==> config.mk <==
export PLATFORM = sky130hd
export DESIGN_NAME = n_bit_magnitude_comparator
export DESIGN_NICKNAME = d
export VERILOG_FILES = /design/src/rtl/mag_cmp_pkg.sv /design/src/rtl/mag_cmp_group.sv /design/src/rtl/n_bit_magnitude_comparator.sv
export SDC_FILE = /design/constraint.sdc
export NUM_CORES = 1
export LEC_CHECK = 0
export CORE_ASPECT_RATIO = 0.9
export CORE_MARGIN = 5
export CORE_UTILIZATION = 47
export DETAILED_ROUTE_END_ITERATION = 8
export GPL_TIMING_DRIVEN = 0
export PLACE_DENSITY = 0.83
export SLEW_MARGIN = 20
export SYNTH_ARGS = -nofsm -noshare
export SYNTH_HDL_FRONTEND = slang
export SYNTH_HIERARCHICAL = 1
export SYNTH_SLANG_ARGS = --single-unit
==> constraint.sdc <==
create_clock -name clk -period 1.8 [get_ports clk]
set_clock_uncertainty 0.05 [all_clocks]
set_input_delay 0.18 -clock clk [delete_from_list [all_inputs] [get_ports clk]]
set_output_delay 0.18 -clock clk [all_outputs]
set_load 0.01 [all_outputs]
==> src/rtl/mag_cmp_pkg.sv <==
// Shared constants and helpers for the pipelined magnitude comparator.
package mag_cmp_pkg;

    localparam int DEFAULT_N = 10;
    localparam int DEFAULT_G = 4;

    function automatic int group_count(input int n, input int g);
        return (n + g - 1) / g;
    endfunction

endpackage

==> src/rtl/mag_cmp_group.sv <==
// Combinational unsigned compare of one G-bit slice of A and B.
module mag_cmp_group #(
    parameter int G = 4
) (
    input  logic [G-1:0] a,
    input  logic [G-1:0] b,
    output logic         gt,
    output logic         lt
);

    assign gt = (a > b);
    assign lt = (a < b);

endmodule

==> src/rtl/n_bit_magnitude_comparator.sv <==
// Two-stage pipelined unsigned magnitude comparator: per-group flags are registered first,
// then reduced most-significant-group-first into a registered one-hot result.
module n_bit_magnitude_comparator
    import mag_cmp_pkg::*;
#(
    parameter int N = DEFAULT_N,
    parameter int G = DEFAULT_G
) (
    input  logic         clk,
    input  logic         rst_n,
    input  logic         in_valid,
    input  logic [N-1:0] A,
    input  logic [N-1:0] B,
    output logic         L_T,
    output logic         G_T,
    output logic         E,
    output logic         out_valid
);

    localparam int NG = group_count(N, G);
    localparam int PW = NG * G;

    logic [PW-1:0] a_ext;
    logic [PW-1:0] b_ext;
    logic [NG-1:0] grp_gt;
    logic [NG-1:0] grp_lt;
    logic [NG-1:0] gt_q;
    logic [NG-1:0] lt_q;
    logic          valid_q;
    logic          gt_c;
    logic          lt_c;

    // Zero padding lands equally on both operands, so the top group compares only real bits.
    always_comb begin
        a_ext = '0;
        b_ext = '0;
        a_ext[N-1:0] = A;
        b_ext[N-1:0] = B;
    end

    for (genvar gi = 0; gi < NG; gi++) begin : g_grp
        mag_cmp_group #(.G(G)) u_grp (
            .a  (a_ext[gi*G +: G]),
            .b  (b_ext[gi*G +: G]),
            .gt (grp_gt[gi]),
            .lt (grp_lt[gi])
        );
    end

    always_ff @(posedge clk or negedge rst_n) begin
        if (!rst_n) begin
            gt_q    <= '0;
            lt_q    <= '0;
            valid_q <= 1'b0;
        end else begin
            valid_q <= in_valid;
            if (in_valid) begin
                gt_q <= grp_gt;
                lt_q <= grp_lt;
            end
        end
    end

    // Walking upward and overwriting leaves the most significant unequal group in charge.
    always_comb begin
        gt_c = 1'b0;
        lt_c = 1'b0;
        for (int i = 0; i < NG; i++) begin
            if (gt_q[i] || lt_q[i]) begin
                gt_c = gt_q[i];
                lt_c = lt_q[i];
            end
        end
    end

    always_ff @(posedge clk or negedge rst_n) begin
        if (!rst_n) begin
            L_T       <= 1'b0;
            G_T       <= 1'b0;
            E         <= 1'b0;
            out_valid <= 1'b0;
        end else begin
            out_valid <= valid_q;
            if (valid_q) begin
                L_T <= lt_c;
                G_T <= gt_c;
                E   <= ~(lt_c | gt_c);
            end
        end
    end

endmodule

# [Word level (Yosys, flattened, before mapping)]
# Index checks and enable logic that the tools add are counted.
[word_totals] inputBits=23 word_cells=24 out_inout_bits=4 reg_bits=11
[op_classes] order_cmp=6 bitwise=2 n_reduce_logical=3 n_mux=6
[op_table] operator="greater-than comparator 4 bit" count=2
[op_table] operator="less-than comparator 4 bit" count=2
[op_table] operator="two-way mux 1 bit" count=6
[op_table] operator="logical OR 1 bit" count=3
[op_table] operator="greater-than comparator 2 bit" count=1
[op_table] operator="less-than comparator 2 bit" count=1
[op_table] operator="inverter 1 bit" count=1
[op_table] operator="bitwise OR 1 bit" count=1

# [Logic depth before layout (Yosys ltp)]
[logic_depth] word_depth=6 ltp_mapped=7 depth_no_buf=7

# [Modules after synthesis]
# The synthesis kept the hierarchy.
[by_module_without_submodules] module="n_bit_magnitude_comparator" area_per_inst_um2=431.7 seq_area_each_um2=275.3 cells_each=34 instances=1
[by_module_without_submodules] module="mag_cmp_group" area_per_inst_um2=113.9 seq_area_each_um2=0.0 cells_each=15 instances=3

# [Worst setup path after synthesis]
# Ideal clock, no wire load.
[synth_path] kind="input port to flip-flop" startpoint="input B[3]" endpoint="register lt_q[0]" t_required_ps=1625 arrival_ps=1052 setup_time_ps=125 n_path_buf=0 setup_slack_ps=573 cell_stages=6 path_cell_list="inv_1 ha_1 nand2_1 o21bai_1 and2_1 mux2_2"
[synth_via] elab_chain_cells=1
[synth_lines] element="start, declared" line_no="n_bit_magnitude_comparator.sv:13" rtl="input logic [N-1:0] B,"
[synth_lines] element="less-than comparator 4 bit" line_no="mag_cmp_group.sv:12" rtl="assign lt = (a < b);"
[synth_lines] element="net grp_lt[0]" line_no="n_bit_magnitude_comparator.sv:26" rtl="logic [NG-1:0] grp_lt;"
[synth_lines] element="end signal, assigned" line_no="n_bit_magnitude_comparator.sv:59" rtl="lt_q <= grp_lt;"
[synth_lines] element="end, declared" line_no="n_bit_magnitude_comparator.sv:28" rtl="logic [NG-1:0] lt_q;"
# The timed path passes the listed nets, and every way through them passes these cells.
# A chain may end at the register's enable or synchronous reset.

# [Final worst setup path]
[layout_path] startpoint="input B[7]" endpoint="register lt_q[1]"
# Same word-level chain as after synthesis.

==> results.cfg <==
[global_route]
grt_start_max_net_pins = 12
grt_pass1_wl_um = 2660
grt_pass1_vias = 708
grt.overflow.total = 0
grt.total_usage_pct = 13.7
grt_antenna_before_repair = 0

[clocking]
insertion_delay_ns = 0.27
clk_path_buf_depth = 2
h-tree-depth = 1
clock-sinks = 11
cts_resized = 0
postCtsSetupBuffers = 0
cts_tree = done
cts_inserted_buffers = 3
clkTransAtPathRegs_ns = 0.07
root_buffer = clkbuf_4
ctsHoldBuffers = 0

[sta]
grt_setup_unrepaired = no
final_max_slew_viol_count = 0
period_needed_ns = 1.47
clock.fmax_mhz = 682
hold_viol = 0
setup_viol = 0
setup_tns_ns = 0
period_share_pct = 81.5

[logic_synthesis]
yosys.area.top_type_share_pct = 35.6
synth-compound-area-share_pct = 13.8
synth_top_family_by_area = adder cells
netlist_top_cells_area = dfrtp_1 (36%), ha_1 (19%), inv_1 (6.8%)
synth_cell_type_count = 18
yosysTopAreaCell = dfrtp_1
synth_cells = 79
ys_ff_latch = 11
syn_area_um2 = 773
synthMuxAreaShare_pct = 5.83
ys_seq_area_share_pct = 35.6
synth_fa_ha_area_share_pct = 19.4
synthXorXnorAreaFrac_pct = 0
syn_area_per_cell_um2 = 9.79
synth-simple-area-share_pct = 16.7
synth-warning-count = 6

[worst_setup_path]
worstSetupPathType = in2reg
r2r_setup_slack_ns = 0.81
cp-end-kind = flip-flop
path_buf_inv = 2
crit_slowest_cell = clkdlybuf4s50_1
cp_max_fo = 2
rr_endpoint = E
start_kind = input pin
path_cells = clkdlybuf4s50_1 > inv_1 > ha_1 > nand2_1 > o21bai_1 > and2_1 > mux2_2
cpPeakStageDelay_ns = 0.45
r2r_start = lt_q[0]
reg2regPathDepth = 2
required_ns = 1.91
crit_arrival_ns = 1.58
cpLargestDelayFamily = buffers and inverters

[placed_design]
place_hpwl_um = 1320
gp_congestion = 0.749
placed_area_um2 = 1070
io_buffers = 26

[routing]
dr.first_iter.drc_count = 4
wl_met2_um = 780
routed_via_density = 4.72
wl_met1_um = 612
routed_wl_um = 1490
vias = 633
drtAntennaViolNets = 0
routed.top_layer = met4
wl_per_cell_um = 11.1
drc = 0
dr_wl_met3_um = 87
dr.pass1.iters = 4

[status]
status = finished, final reports clean

[final_layout]
final_nets = 148
diodes = 0
drive_gt1_share_pct = 10.7
area_delta_synth_final_pct = 42.1
fin_area_um2 = 1100

[power_and_ir_drop]
ir_drop_uv = 422
p_leak_uw = 0.000545
power.density_nw_per_um2 = 635

[floorplan]
rows = 13
start_util_pct = 51.7
die_w_um = 52.8
dieHeight_um = 48.5
coreArea_um2 = 1500
io_pins = 27
dieArea_um2 = 2560

[job]
cap_violations = 0

[hold_path]
hp-class = in2async
[logic make-up after synthesis]
logic type               after synthesis
AND/OR/NAND/NOR                       20
AO/OA/AOI/OAI                         16
buffers and inverters                 15
adder cells (fa/ha/maj)               12
flip-flops                            11
multiplexers                           4
other                                  1
[state kept, by name, indices dropped and copies added (netlist names)]
name and count:
E 1, G_T 1, L_T 1, gt_q 3, lt_q 3, out_valid 1, valid_q 1
[final cells by class]
type / count / area [µm²]
multi-input combinational: 56 / 445
fill: 123 / 398
sequential: 11 / 275
timing repair buffer: 26 / 260
inverter: 14 / 52.6
tap: 22 / 27.5
clock buffer: 4 / 26.3
buffer: 1 / 11.3
[routing by layer]
metal / track usage [%] / up-vias
met2: 25.4 / 18
met1: 13.6 / 289
met5: 0 / -
met3: 6.42 / 2
met4: 2.55 / 0
li1: - / 324
[stage by stage]
stage          hold slack, ns  util [%]  setup WS [ns]  total power, µW  cells
6_report                0.182      73.4          0.333              698    134
5_1_grt                 0.217      73.4          0.266              751    134
4_1_cts                 0.186      73.4          0.338              708    134
3_5_place_dp            0.447      71.7         0.0427              536    130
3_3_place_gp            0.441      71.7         0.0663              523    130
2_1_floorplan          -0.166         -          0.573              433     82
[cells in the mapped netlist]
library cell  instances
a31oi_1               2
conb_1                1
a41o_1                1
nor2b_1               3
nor4_2                1
nor2_1                2
o21ai_0               4
o21bai_1              3
a21oi_1               3
buf_6                 1
and2_1                3
nor2b_4               3
nand2_1               8
mux2_2                4
inv_1                14
dfrtp_1              11
a2bb2oi_1             3
ha_1                 12
[placed cells by master, fill, tap and decap left out]
cell / n
dfrtp_1: 11
a41o_1: 1
nor2b_4: 3
conb_1: 4
a2bb2oi_1: 3
nand2_1: 8
o21bai_1: 3
ha_1: 12
clkbuf_1: 1
and2_1: 3
o21ai_0: 4
inv_1: 14
clkdlybuf4s50_1: 26
mux2_2: 4
nor4_2: 1
buf_6: 1
a31oi_1: 2
nor2b_1: 3
a21oi_1: 3
nor2_1: 2
clkbuf_4: 3
[power by group]
part | internal [µW] | switching [µW]
Sequential | 282 | 25.5
Combinational | 139 | 83.3
Clock | 85.9 | 82.2
Total | 507 | 191
[worst max-delay path by stage]
stage | startpoint | endpoint | slack, ns | cells after the start
after floorplan | B[3] | lt_q[0] | 0.57 | 6
after global placement | B[7] | lt_q[1] | 0.07 | 7
after detailed placement | B[3] | lt_q[0] | 0.04 | 7
after CTS | B[3] | lt_q[0] | 0.34 | 7
after global routing | B[1] | gt_q[0] | 0.27 | 7
final | B[7] | lt_q[1] | 0.33 | 7
No activity file was read; power rests on OpenSTA's default activity.
